## config.mk

```make
export PLATFORM = sky130hd
export DESIGN_NAME = led_fade_driver
export DESIGN_NICKNAME = d
export VERILOG_FILES = /design/src/rtl/led_fade_driver.sv
export SDC_FILE = /design/constraint.sdc
export NUM_CORES = 1
export LEC_CHECK = 0
export BUFFER_PORTS_ARGS = -buffer_cell sky130_fd_sc_hd__buf_2
export CORE_ASPECT_RATIO = 1.2
export CORE_MARGIN = 4
export CORE_UTILIZATION = 35
export DETAILED_ROUTE_END_ITERATION = 6
export PLACE_DENSITY = 0.51
export SYNTH_ARGS = -nofsm -noshare
export SYNTH_HDL_FRONTEND = slang
export SYNTH_SLANG_ARGS = --single-unit
```

## constraint.sdc

```tcl
create_clock -name clk_clk -period 3.3 [get_ports clk_clk]
set_clock_uncertainty 0.05 [all_clocks]
set_input_delay 0.66 -clock clk_clk [delete_from_list [all_inputs] [get_ports clk_clk]]
set_output_delay 0.66 -clock clk_clk [all_outputs]
set_load 0.005 [all_outputs]
```

## src/rtl/led_fade_driver.sv

```systemverilog
`default_nettype none
// +--------------------------------------------------------------------------+
// | led_fade_driver: 8-channel PWM LED driver with per-channel brightness    |
// | ramping. Optional gamma duty curve via LED_FADE_GAMMA_EN.                |
// | Revision: 1.0                                                            |
// +--------------------------------------------------------------------------+
module led_fade_driver #(
  parameter int PWM_DIV  = 4,
  parameter int STEP_DIV = 50000
) (
  input  logic       clk_clk,
  input  logic       reset_reset_n,
  input  logic [7:0] led_readdata,
  input  logic       fade_en,
  output logic [7:0] led_o,
  output logic       busy
);

  localparam logic [15:0] PRE_LAST  = 16'(PWM_DIV - 1);
  localparam logic [23:0] STEP_LAST = 24'(STEP_DIV - 1);

  logic [7:0]  target;
  logic [23:0] step_cnt;
  logic [15:0] pre;
  logic [7:0]  pwm_cnt;
  logic [7:0]  level [8];
  logic [7:0]  led_next;
  logic [7:0]  mismatch;
  logic        tick;

  assign tick = (step_cnt == STEP_LAST);

  always_ff @(posedge clk_clk or negedge reset_reset_n) begin
    if (!reset_reset_n) begin
      target   <= 8'h00;
      step_cnt <= 24'd0;
      pre      <= 16'd0;
      pwm_cnt  <= 8'd0;
    end else begin
      target   <= led_readdata;
      step_cnt <= tick ? 24'd0 : step_cnt + 24'd1;
      if (pre == PRE_LAST) begin
        pre     <= 16'd0;
        pwm_cnt <= pwm_cnt + 8'd1;
      end else begin
        pre     <= pre + 16'd1;
      end
    end
  end

  generate
    for (genvar i = 0; i < 8; i++) begin : g_ch
      logic [7:0] duty;

      // A tick coinciding with a target change sees the old registered target.
      always_ff @(posedge clk_clk or negedge reset_reset_n) begin
        if (!reset_reset_n) begin
          level[i] <= 8'd0;
        end else if (!fade_en) begin
          level[i] <= {8{target[i]}};
        end else if (tick) begin
          if (target[i] && level[i] != 8'hFF)
            level[i] <= level[i] + 8'd1;
          else if (!target[i] && level[i] != 8'h00)
            level[i] <= level[i] - 8'd1;
        end
      end

`ifdef LED_FADE_GAMMA_EN
      assign duty = 8'((16'(level[i]) * 16'(level[i])) >> 8);
`else
      assign duty = level[i];
`endif

      assign led_next[i] = (level[i] == 8'hFF) ? 1'b1 : (duty > pwm_cnt);
      assign mismatch[i] = (level[i] != {8{target[i]}});
    end
  endgenerate

  always_ff @(posedge clk_clk or negedge reset_reset_n) begin
    if (!reset_reset_n)
      led_o <= 8'h00;
    else
      led_o <= led_next;
  end

  assign busy = |mismatch;

endmodule
`default_nettype wire

```

==> summary.log, run 1 <==
qor: run_status.outcome finished clean
qor: clock_network.root_driver sky130_fd_sc_hd__clkbuf_16
qor: synth.synthMostInstantiatedCell sky130_fd_sc_hd__dfrtp_1
qor: critical_path.timing.critical_path.slowest_cell_delay 450 ps
qor: clock_network.tritoncts built
qor: timing.rsz0062_at_grt no
qor: global_routing.globalRouteOverflowTotal 0
qor: timing.layout_setup_ws 180 ps
qor: critical_path.timing.critical_path.max_delay_family simple AND/OR/NAND/NOR gates
qor: final_layout.n_antenna_cell 0
qor: clock_network.cts.sinks 128
qor: detailed_routing.vias_per_cell 5.32
qor: synth.syn_inst 976
qor: detailed_routing.topRoutingLayerUsed met4
qor: synth.yosysWarningCount 0
qor: floorplanning.design.portCount 20
qor: placement.globalplace.congestion 0.793
qor: floorplanning.fp.dieArea 29100 sq um
qor: timing.max_slew_margin 0.491
qor: critical_path.critical-path-slowest-cell sky130_fd_sc_hd__dfrtp_1
qor: placement.port_buffers 19
qor: detailed_routing.detail_route.iter0.violations 337
qor: floorplanning.start_util 0.359
qor: floorplanning.fp.dieW 156 microns
qor: timing.final.period_utilization 0.945
qor: detailed_routing.dr_wl_met3 550 microns
qor: pwr.power_density 456 nW/um^2
qor: clock_network.clock_latency 420 ps
qor: final_layout.flow.area_growth_from_synthesis 13.2%
qor: detailed_routing.detailroute.via_count 7242
qor: synth.synth_cell_types 50
qor: final_layout.layout.nets 1161
qor: critical_path.crit_type flop to output pin
qor: pwr.worst_ir_drop_vdd 280 uV
qor: timing.setup-tns-final 0 ps
qor: floorplanning.fp.coreArea 25800 sq um
qor: timing.timing_max_transition_violations_final 0
qor: detailed_routing.routedLengthMet1 10.5 mm
qor: synth.synthTopCellsByArea sky130_fd_sc_hd__dfrtp_1 35%, sky130_fd_sc_hd__ha_1 17%, sky130_fd_sc_hd__xnor2_1 5.6%, sky130_fd_sc_hd__a21oi_1 5.0%, sky130_fd_sc_hd__nand4_1 2.8%
qor: final_layout.share_of_final_layout_standard_cells_stronger_than_drive_strength_1 0.0930
qor: synth.post_synthesis_cell_area 9250 sq um
qor: placement.dpl_worst_slack 319 ps
qor: critical_path.endpoint_kind output pin
qor: clock_network.cts.clk_slew.worst_paths 60 ps
qor: critical_path.crit_cells 8
qor: final_layout.final_instance_count_excl_fillers 1362
qor: clock_network.post_cts_buffers 0
qor: detailed_routing.drt_pre_antenna_iters 4
qor: clock_network.cts_made_buffers 17
qor: global_routing.grt_antenna_before_repair 0
qor: detailed_routing.drt_drc_violations_left 0
qor: critical_path.crit_path_cell_trace nand4_1 -> or2_2 -> o21ai_0 -> buf_4 -> inv_1 -> nor4_2 -> nand4_1 -> buf_2
qor: synth.postSynthAreaPerCell 9.47 sq um
qor: critical_path.timing.critical_path.mode_cell sky130_fd_sc_hd__nand4_1
qor: global_routing.all_layer_global_routing_usage 0.159
qor: placement.post-dp-hpwl 15.6 mm
qor: detailed_routing.routed_wirelength 21.9 mm
qor: global_routing.grt_max_degree 76
qor: critical_path.reg2regPathDepth 12
qor: synth.synth_edf_count 0
qor: floorplanning.placement_rows 64
qor: global_routing.first_global_vias 7365
qor: clock_network.cts_htree_levels 4
qor: timing.post_route_hold_slack 228 ps
qor: critical_path.worst_setup_path_start_kind flop
qor: clock_network.cts_buffer_depth 2
qor: timing.achievable-frequency 0.321 GHz
qor: synth.ys_async_sr_fraction 1.00
qor: worst_hold_path.min_path_type input port to async pin
qor: detailed_routing.antenna_violating_nets_left 0
qor: synth.ys_ff_latch 128
qor: critical_path.cp_data_arrival_time 2410 ps
qor: clock_network.cts_hold_buf 0
qor: timing.worst_slew_pin_slew 764 ps
qor: critical_path.required 2590 ps
qor: job.timing.max_cap.violations 0
qor: timing.period_minus_slack 3120 ps
qor: placement.dp.cells 1330
qor: synth.ys_seq_area_frac 0.346
qor: timing.hold_viol 0
qor: floorplanning.chip_height 186 microns
qor: synth.netlist.top_cell.by_area sky130_fd_sc_hd__dfrtp_1
qor: synth.number_of_nets_in_the_synthesized_netlist 1118
qor: synth.synth_common_cells 128 x sky130_fd_sc_hd__dfrtp_1, 123 x sky130_fd_sc_hd__ha_1, 92 x sky130_fd_sc_hd__a21oi_1
qor: synth.synth_top_area_frac 0.346
qor: detailed_routing.detail_route.wl_per_cell 16.1 microns
qor: pwr.static-leakage-power 4.57 nW
qor: synth.most_used_flip_flop_cell_after_synthesis sky130_fd_sc_hd__dfrtp_1
qor: critical_path.worstPathBufferInverterCount 3
qor: timing.setup-violations-final 0
qor: detailed_routing.route.met2.wl 10.6 mm
qor: pwr.power.total 4.77 mW
qor: final_layout.layout.filler_cells 2585
qor: critical_path.path_max_fanout 6
qor: clock_network.cts_repair_resize_count 0
qor: global_routing.grt_first_pass_wirelength 37.5 mm
==> through the flow <==
step | instance area [sq um] | util
3_5_place_dp | 9880 | 0.383
6_report | 10500 | 0.406
5_1_grt | 10500 | 0.406
2_1_floorplan | 9250 | -
3_3_place_gp | 9880 | 0.383
4_1_cts | 10500 | 0.406
==> cell type report <==
type,instances,area (sq um),area share
Multi-Input combinational cell,781,5800,0.554
Sequential cell,128,3210,0.306
Clock buffer,20,447,0.0427
Tap cell,330,413,0.0394
Timing Repair Buffer,41,279,0.0267
Inverter,50,188,0.0179
Clock inverter,12,134,0.0128
==> cell families (layout without fill, tap and decap cells) <==
| family | count (synthesis) | count (layout) | share of synthesized area |
|---|---|---|---|
| flops | 128 | 128 | 0.346 |
| mux | 25 | 25 | 0.0276 |
| xor+xnor | 88 | 88 | 0.0834 |
| compound gates | 231 | 231 | 0.157 |
| buf+inv | 67 | 123 | 0.0286 |
| fa+ha+maj | 131 | 131 | 0.184 |
| simple gates | 306 | 306 | 0.173 |
==> path summary, 6_finish.rpt <==
path	from	endpoint	slack [ps]
worst max-delay path	g_ch[0].duty[7]	busy	180
worst min-delay path	reset_reset_n	step_cnt[13]	230
worst max register to register	g_ch[6].duty[7]	g_ch[6].duty[7]	330
worst min register to register	pre[0]	pre[0]	430
max in group asynchronous	reset_reset_n	g_ch[3].duty[5]	2220
min in group clk_clk	led_readdata[3]	target[3]	290
==> placed cells by master (no fill, tap or decap), types with 16 or more instances in the layout <==
master,instances
sky130_fd_sc_hd__o211ai_1,16
sky130_fd_sc_hd__o21ai_0,43
sky130_fd_sc_hd__nor2_1,67
sky130_fd_sc_hd__xor2_1,29
sky130_fd_sc_hd__buf_2,18
sky130_fd_sc_hd__buf_4,21
sky130_fd_sc_hd__a21oi_1,92
sky130_fd_sc_hd__nand3_1,44
sky130_fd_sc_hd__nor4_1,18
sky130_fd_sc_hd__mux2i_1,21
sky130_fd_sc_hd__nand4_1,41
sky130_fd_sc_hd__xnor2_1,59
sky130_fd_sc_hd__dfrtp_1,125
sky130_fd_sc_hd__ha_1,123
sky130_fd_sc_hd__a21o_1,26
sky130_fd_sc_hd__inv_1,50
sky130_fd_sc_hd__clkbuf_16,17
sky130_fd_sc_hd__nand2_1,50
==> power by group <==
group	leakage (nW)	switching (mW)	internal, mW
logic	2.73	0.545	0.497
clock network	0.269	0.762	1.14
registers	1.57	0.153	1.68
total	4.57	1.46	3.31
==> per-layer routing <==
layer	vias to the layer above	GRT usage
li1	3694	-
met1	3468	0.210
met2	58	0.272
met3	22	0.0305
met4	0	0.0358
met5	-	0
==> sequential cells by signal, indices dropped and copies added (netlist names) <==
register / cells
g_ch.duty: 64
step_cnt: 24
pre: 16
led_o: 8
pwm_cnt: 8
target: 8
Power figures use the tool's default switching activity.
==> run 2, diff against run 1 <==
--- a/config.mk
+++ b/config.mk
@@ -10,6 +10,7 @@
 export CORE_MARGIN = 4
 export CORE_UTILIZATION = 35
 export DETAILED_ROUTE_END_ITERATION = 6
+export GPL_TIMING_DRIVEN = 0
 export PLACE_DENSITY = 0.51
 export SYNTH_ARGS = -nofsm -noshare
 export SYNTH_HDL_FRONTEND = slang
==> summary.log, run 2 (synthesis results as in run 1) <==
qor: run_status.outcome finished clean
qor: clock_network.cts_made_buffers 17 [unchanged]
qor: placement.dp.cells 1326 [-0.30%]
qor: floorplanning.start_util 0.359 [unchanged]
qor: job.timing.max_cap.violations 0 [unchanged]
qor: global_routing.grt_max_degree 74 [-2.6%]
qor: pwr.static-leakage-power 4.57 nW [about the same]
qor: timing.final.period_utilization 0.969 [+0.0240]
qor: detailed_routing.routed_wirelength 22.5 mm [+2.3%]
qor: timing.post_route_hold_slack 144 ps [-83.6 ps]
qor: critical_path.rrSetupSlack 220 ps [-110 ps]
qor: timing.timing_max_transition_violations_final 0 [unchanged]
qor: critical_path.reg2regPathDepth 11 [-1]
qor: detailed_routing.detail_route.iter0.violations 378 [+12%]
qor: pwr.power_density 471 nW/um^2 [+3.5%]
qor: critical_path.endpoint_kind output pin
qor: floorplanning.fp.dieArea 29100 sq um [unchanged]
qor: detailed_routing.drt_drc_violations_left 0 [unchanged]
qor: clock_network.cts_hold_buf 0 [unchanged]
qor: global_routing.grt_first_pass_wirelength 37.8 mm [+0.62%]
qor: clock_network.cts.clk_slew.worst_paths 60 ps [about the same]
qor: timing.setup-violations-final 0 [unchanged]
qor: final_layout.flow.area_growth_from_synthesis 13.3% [about the same]
qor: timing.achievable-frequency 0.313 GHz [-2.5%]
qor: critical_path.cp_data_arrival_time 2490 ps [+80 ps]
qor: clock_network.cts_htree_levels 4 [unchanged]
qor: placement.dpl_worst_slack -84.4 ps [-403 ps]
qor: timing.period_minus_slack 3200 ps [+79.0 ps]
qor: detailed_routing.detailroute.via_count 7288 [+0.64%]
qor: final_layout.n_antenna_cell 0 [unchanged]
qor: global_routing.grt_antenna_before_repair 0 [unchanged]
qor: floorplanning.fp.coreArea 25800 sq um [unchanged]
qor: global_routing.first_global_vias 7221 [-2.0%]
qor: timing.rsz0062_at_grt no
qor: final_layout.share_of_final_layout_standard_cells_stronger_than_drive_strength_1 0.0798 [-0.0132]
qor: timing.worst_slew_pin_slew 992 ps [+228 ps]
qor: clock_network.cts.sinks 128 [unchanged]
qor: global_routing.all_layer_global_routing_usage 0.163 [+0.00322]
qor: placement.place_area 9790 sq um [-0.90%]
qor: floorplanning.placement_rows 64 [unchanged]
qor: final_layout.layout.nets 1157 [-0.34%]
qor: placement.port_buffers 19 [unchanged]
qor: detailed_routing.drt_pre_antenna_iters 5 [+1]
qor: placement.globalplace.congestion 0.810 [+2.2%]
qor: global_routing.globalRouteOverflowTotal 0 [unchanged]
qor: clock_network.tritoncts built
qor: final_layout.finalCoreUtilization 0.406 [about the same]
qor: final_layout.post-route-cell-area 10500 sq um [about the same]
qor: detailed_routing.antenna_violating_nets_left 0 [unchanged]
qor: final_layout.final_instance_count_excl_fillers 1357 [-0.37%]
qor: detailed_routing.detail_route.wl_per_cell 16.5 microns [+2.7%]
qor: clock_network.clock_latency 430 ps [about the same]
qor: final_layout.largest_reg_flops 64 [unchanged]
qor: timing.layout_setup_ws 101 ps [-79.0 ps]
qor: timing.max_slew_margin 0.333 [-0.158]
qor: critical_path.path_max_fanout 6 [unchanged]
qor: clock_network.root_driver sky130_fd_sc_hd__clkbuf_16
qor: worst_hold_path.min_path_type input port to async pin
qor: timing.hold_viol 0 [unchanged]
qor: critical_path.worstReg2RegStart g_ch[6].duty[5]
qor: final_layout.most-common-layout-cells 127 x sky130_fd_sc_hd__dfrtp_1, 123 x sky130_fd_sc_hd__ha_1, 92 x sky130_fd_sc_hd__a21oi_1
qor: floorplanning.design.portCount 20 [unchanged]
qor: floorplanning.fp.dieW 156 microns [unchanged]
qor: pwr.worst_ir_drop_vdd 204 uV [-27%]
qor: detailed_routing.vias_per_cell 5.37 [+1.0%]
qor: critical_path.reg2reg_to g_ch[6].duty[7]
qor: final_layout.layout_commonest_cell sky130_fd_sc_hd__dfrtp_1
qor: placement.post-dp-hpwl 15.9 mm [+2.1%]
qor: critical_path.required 2590 ps [about the same]
qor: floorplanning.chip_height 186 microns [unchanged]
qor: clock_network.cts_buffer_depth 2 [unchanged]
qor: critical_path.worst_setup_path_start_kind flop
qor: critical_path.crit_type flop to output pin
-- run 2: how the worst max path moves through the flow --
stage                 endpoint  slack, ps            start  cells after the start
2_1_floorplan  g_ch[0].duty[7]        480  g_ch[0].duty[0]                     10
3_3_place_gp   g_ch[0].duty[5]       -480    reset_reset_n                      1
3_5_place_dp   g_ch[1].duty[7]        -80  g_ch[1].duty[0]                      9
4_1_cts        g_ch[6].duty[7]         30  g_ch[6].duty[5]                     11
5_1_grt                   busy          5  g_ch[0].duty[0]                      7
6_report                  busy        100  g_ch[0].duty[0]                      7
-- run 2: final cells by class --
| class | count | area (sq um) |
|---|---|---|
| Sequential cell | 128 | 3200 |
| Timing Repair Buffer | 20 | 129 |
| Clock buffer | 17 | 425 |
| Fill cell | 2574 | 15300 |
| Tap cell | 330 | 413 |
| Multi-Input combinational cell | 781 | 5840 |
| Inverter | 50 | 188 |
| Clock inverter | 14 | 203 |
| Buffer | 17 | 76.3 |
-- run 2: worst max-delay path, stage by stage (launching register included) --
cell,delay [ps]
sky130_fd_sc_hd__dfrtp_1,490
sky130_fd_sc_hd__nand4_1,120
sky130_fd_sc_hd__or2_2,360
sky130_fd_sc_hd__o21ai_4,250
sky130_fd_sc_hd__inv_1,90
sky130_fd_sc_hd__nor4_2,390
sky130_fd_sc_hd__nand4_1,200
sky130_fd_sc_hd__buf_2,170
-- run 2: metal layers --
metal / vias up / GRT usage / wire length (microns)
li1: 3688 / - / -
met1: 3506 / 0.214 / 10800
met2: 75 / 0.273 / 10800
met3: 19 / 0.0286 / 504
met4: 0 / 0.0507 / 377
met5: - / 0 / 0
-- run 2: through the flow --
step	TNS, ps	total power [mW]
6_report	0	4.94
5_1_grt	0	5.24
4_1_cts	0	5.00
3_5_place_dp	-169	2.89
3_3_place_gp	-59560	2.86
2_1_floorplan	0	2.61
-- run 2: timing repair --
| action | CTS | global route |
|---|---|---|
| pin swaps | 0 | 2 |
| endpoints found under the setup margin | 5 | 5 |
| gates resized for setup | 7 | 7 |
| buffers inserted | 0 | 0 |
-- run 2: power breakdown --
part / switching, mW / internal [mW] / leakage [nW]
combinational: 0.549 / 0.485 / 2.68
sequential: 0.162 / 1.68 / 1.57
clock: 0.790 / 1.28 / 0.311
==> run 3, diff against run 2 <==
--- a/config.mk
+++ b/config.mk
@@ -5,6 +5,7 @@
 export SDC_FILE = /design/constraint.sdc
 export NUM_CORES = 1
 export LEC_CHECK = 0
+export ABC_AREA = 1
 export BUFFER_PORTS_ARGS = -buffer_cell sky130_fd_sc_hd__buf_2
 export CORE_ASPECT_RATIO = 1.2
 export CORE_MARGIN = 4
==> summary.log, run 3 <==
qor: run_status.outcome finished clean
qor: critical_path.crit_type flop to output pin
qor: final_layout.layout_commonest_cell sky130_fd_sc_hd__nand2_1
qor: detailed_routing.routed_wirelength 27.3 mm [+22%]
qor: timing.final.period_utilization 0.897 [-0.0727]
qor: job.timing.max_cap.violations 0 [unchanged]
qor: detailed_routing.detail_route.wl_per_cell 14.7 microns [-11%]
qor: timing.rsz0062_at_grt no
qor: clock_network.post_cts_buffers 0 [unchanged]
qor: clock_network.cts_repair_resize_count 0 [-7]
qor: floorplanning.placement_rows 68 [+6.3%]
qor: pwr.power.sequential.fraction 0.347 [-0.025]
qor: synth.synth_edf_count 0 [unchanged]
qor: pwr.power_density 481 nW/um^2 [+1.9%]
qor: pwr.pwr-share-clk 0.386 [-0.033]
qor: pwr.power_switching_share 0.338 [+0.0339]
qor: floorplanning.chip_height 196 microns [+5.4%]
qor: global_routing.all_layer_global_routing_usage 0.174 [+0.0115]
qor: critical_path.path_max_fanout 11 [+5]
qor: critical_path.cp_data_arrival_time 2250 ps [-240 ps]
qor: clock_network.cts.sinks 128 [unchanged]
qor: pwr.power_report.internal_total 3.68 mW [+7.2%]
qor: global_routing.grt_first_pass_wirelength 45.2 mm [+20%]
qor: critical_path.required 2590 ps [about the same]
qor: timing.post_route_hold_slack 174 ps [+30.3 ps]
qor: pwr.static-leakage-power 5.86 nW [+28%]
qor: floorplanning.fp.dieArea 32300 sq um [+11%]
qor: timing.timing_max_transition_violations_final 0 [unchanged]
qor: synth.postSynthAreaPerCell 7.24 sq um [-24%]
qor: floorplanning.fp.coreArea 28900 sq um [+12%]
qor: detailed_routing.detailroute.via_count 9271 [+27%]
qor: timing.achievable-frequency 0.338 GHz [+8.1%]
qor: synth.ys_ff_latch 128 [unchanged]
qor: synth.most_used_flip_flop_cell_after_synthesis sky130_fd_sc_hd__dfrtp_1
qor: clock_network.cts_buffer_depth 2 [unchanged]
qor: final_layout.n_antenna_cell 0 [unchanged]
qor: placement.post-dp-hpwl 20.0 mm [+26%]
qor: final_layout.layout.filler_cells 3042 [+18%]
qor: clock_network.cts.clk_slew.worst_paths 60 ps [about the same]
qor: detailed_routing.vias_per_cell 4.98 [-7.2%]
qor: detailed_routing.detail_route.iter0.violations 462 [+22%]
qor: final_layout.final_instance_count_excl_fillers 1861 [+37%]
qor: clock_network.cts_hold_buf 0 [unchanged]
qor: synth.synthTopCellsByArea sky130_fd_sc_hd__dfrtp_1 31%, sky130_fd_sc_hd__ha_1 15%, sky130_fd_sc_hd__nand2_1 15%, sky130_fd_sc_hd__inv_1 5.8%, sky130_fd_sc_hd__nand3_1 5.7%
qor: critical_path.endpoint_kind output pin
qor: clock_network.clock_latency 440 ps [about the same]
qor: timing.setup-violations-final 0 [unchanged]
qor: clock_network.cts_made_buffers 17 [unchanged]
qor: synth.ys_seq_area_frac 0.310 [-0.0360]
qor: synth.synth_cell_types 43 [-14%]
qor: placement.dp.cells 1829 [+38%]
qor: synth.number_of_nets_in_the_synthesized_netlist 1567 [+40%]
qor: timing.max_slew_margin 0.477 [+0.144]
qor: synth.ys_async_sr_fraction 1.00 [unchanged]
qor: final_layout.most-common-layout-cells 404 x sky130_fd_sc_hd__nand2_1, 159 x sky130_fd_sc_hd__inv_1, 128 x sky130_fd_sc_hd__dfrtp_1
qor: placement.globalplace.congestion 0.870 [+7.5%]
qor: clock_network.tritoncts built
qor: timing.worst_slew_pin_slew 778 ps [-214 ps]
qor: synth.post_synthesis_cell_area 10300 sq um [+12%]
qor: placement.port_buffers 18 [-1]
qor: clock_network.cts_htree_levels 4 [unchanged]
qor: floorplanning.design.portCount 20 [unchanged]
qor: final_layout.layout.nets 1605 [+39%]
qor: timing.period_minus_slack 2960 ps [-240 ps]
qor: synth.synthMostInstantiatedCell sky130_fd_sc_hd__nand2_1
qor: synth.syn_inst 1425 [+46%]
qor: pwr.p_sw 1.88 mW [+25%]
qor: detailed_routing.drt_pre_antenna_iters 5 [unchanged]
qor: final_layout.share_of_final_layout_standard_cells_stronger_than_drive_strength_1 0.0752 [-0.00464]
qor: synth.synth_top_area_frac 0.310 [-0.0360]
qor: detailed_routing.antenna_violating_nets_left 0 [unchanged]
qor: global_routing.met3_usage 0.0244 [-0.00423]
qor: final_layout.flow.area_growth_from_synthesis 12.2%
qor: floorplanning.fp.dieW 165 microns [+5.3%]
qor: synth.netlist.top_cell.by_area sky130_fd_sc_hd__dfrtp_1
qor: detailed_routing.drt_drc_violations_left 0 [unchanged]
qor: synth.yosysWarningCount 0 [unchanged]
qor: final_layout.largest_reg_flops 64 [unchanged]
qor: synth.synth_common_cells 405 x sky130_fd_sc_hd__nand2_1, 159 x sky130_fd_sc_hd__inv_1, 128 x sky130_fd_sc_hd__dfrtp_1
qor: worst_hold_path.min_path_type input port to async pin
qor: critical_path.worst_setup_path_start_kind flop
qor: global_routing.use_met1 0.222 [+0.00849]
qor: pwr.worst_ir_drop_vdd 243 uV [+19%]
qor: clock_network.root_driver sky130_fd_sc_hd__clkbuf_16
qor: global_routing.grt_max_degree 67 [-9.5%]
qor: global_routing.grt_antenna_before_repair 0 [unchanged]
qor: floorplanning.start_util 0.357 [-0.00194]
qor: global_routing.globalRouteOverflowTotal 0 [unchanged]
qor: global_routing.groute.layer.met2.usage 0.304 [+0.0304]
qor: pwr.power_frac_comb 0.266 [+0.057]
qor: timing.hold_viol 0 [unchanged]
qor: global_routing.grt-busiest-layer met2
qor: global_routing.first_global_vias 8962 [+24%]
-- run 3: cell count changes after synthesis, moves of 21 or more --
cell / change
sky130_fd_sc_hd__o21ai_0: +27
sky130_fd_sc_hd__nand2_1: +355
sky130_fd_sc_hd__nand3_1: +73
sky130_fd_sc_hd__mux2i_1: -21
sky130_fd_sc_hd__nor2_1: +46
sky130_fd_sc_hd__inv_1: +109
sky130_fd_sc_hd__a21o_1: -24
sky130_fd_sc_hd__xnor2_1: -42
-- run 3: layout make-up --
class | count | area [sq um] | area share
plain buffers | 8 | 55.1 | 0.00475
multi-input cells | 1122 | 6430 | 0.556
clock inverters | 13 | 211 | 0.0183
well taps | 385 | 482 | 0.0416
inverters | 167 | 628 | 0.0542
clock buffers | 19 | 443 | 0.0382
repair buffers | 19 | 124 | 0.0107
flip-flops and latches | 128 | 3200 | 0.277
-- run 3: worst max-delay path, cell delays in order (launching register included) --
cell	delay, ps
sky130_fd_sc_hd__dfrtp_1	470
sky130_fd_sc_hd__nand2_1	80
sky130_fd_sc_hd__nor2_1	130
sky130_fd_sc_hd__nand2_1	120
sky130_fd_sc_hd__nand2_1	360
sky130_fd_sc_hd__nand2_1	200
sky130_fd_sc_hd__nor2_1	150
sky130_fd_sc_hd__nand4_1	140
sky130_fd_sc_hd__buf_2	160
-- run 3: logic make-up (layout without fill, tap and decap cells) --
| group | Yosys count | in the layout | share of synthesized area |
|---|---|---|---|
| compound gates | 192 | 192 | 0.0973 |
| fa+ha+maj | 131 | 131 | 0.165 |
| xor+xnor | 48 | 48 | 0.0407 |
| flops | 128 | 128 | 0.310 |
| simple gates | 751 | 751 | 0.321 |
| buf+inv | 175 | 226 | 0.0662 |
-- run 3: worst paths after layout --
kind | from | to | slack, ps | depth (start not counted)
worst max-delay path | g_ch[3].duty[1] | busy | 340 | 8
worst min-delay path | reset_reset_n | step_cnt[18] | 170 | 1
worst max register to register | g_ch[0].duty[1] | g_ch[0].duty[3] | 780 | 10
worst min register to register | pre[0] | pre[0] | 410 | 1
max in group asynchronous | reset_reset_n | pre[3] | 2250 | 2
min in group clk_clk | led_readdata[4] | target[4] | 280 | 1
-- run 3: power groups by stage --
stage | Combinational, mW | Sequential (mW) | Clock (mW)
global route | 1.75 | 1.96 | 2.26
global placement | 1.45 | 1.96 | 0
detailed placement | 1.48 | 1.96 | 0
finish | 1.48 | 1.93 | 2.15
CTS | 1.49 | 1.94 | 2.20
floorplan | 1.16 | 1.89 | 0
-- run 3: metal layers --
layer	vias to the layer above	wire length (microns)
li1	4777	-
met4	0	522
met2	93	13400
met1	4366	12800
met3	35	668
met5	-	0
-- run 3: stage by stage --
step | utilization | total power, mW | area (sq um) | TNS [ps] | setup slack [ps]
after global placement | 0.376 | 3.42 | 10900 | -66020 | -535
after floorplan | - | 3.05 | 10300 | 0 | 1080
after global routing | 0.400 | 5.96 | 11600 | 0 | 17.6
after CTS | 0.400 | 5.63 | 11600 | 0 | 178
final | 0.400 | 5.57 | 11600 | 0 | 341
after detailed placement | 0.378 | 3.44 | 10900 | 0 | 665
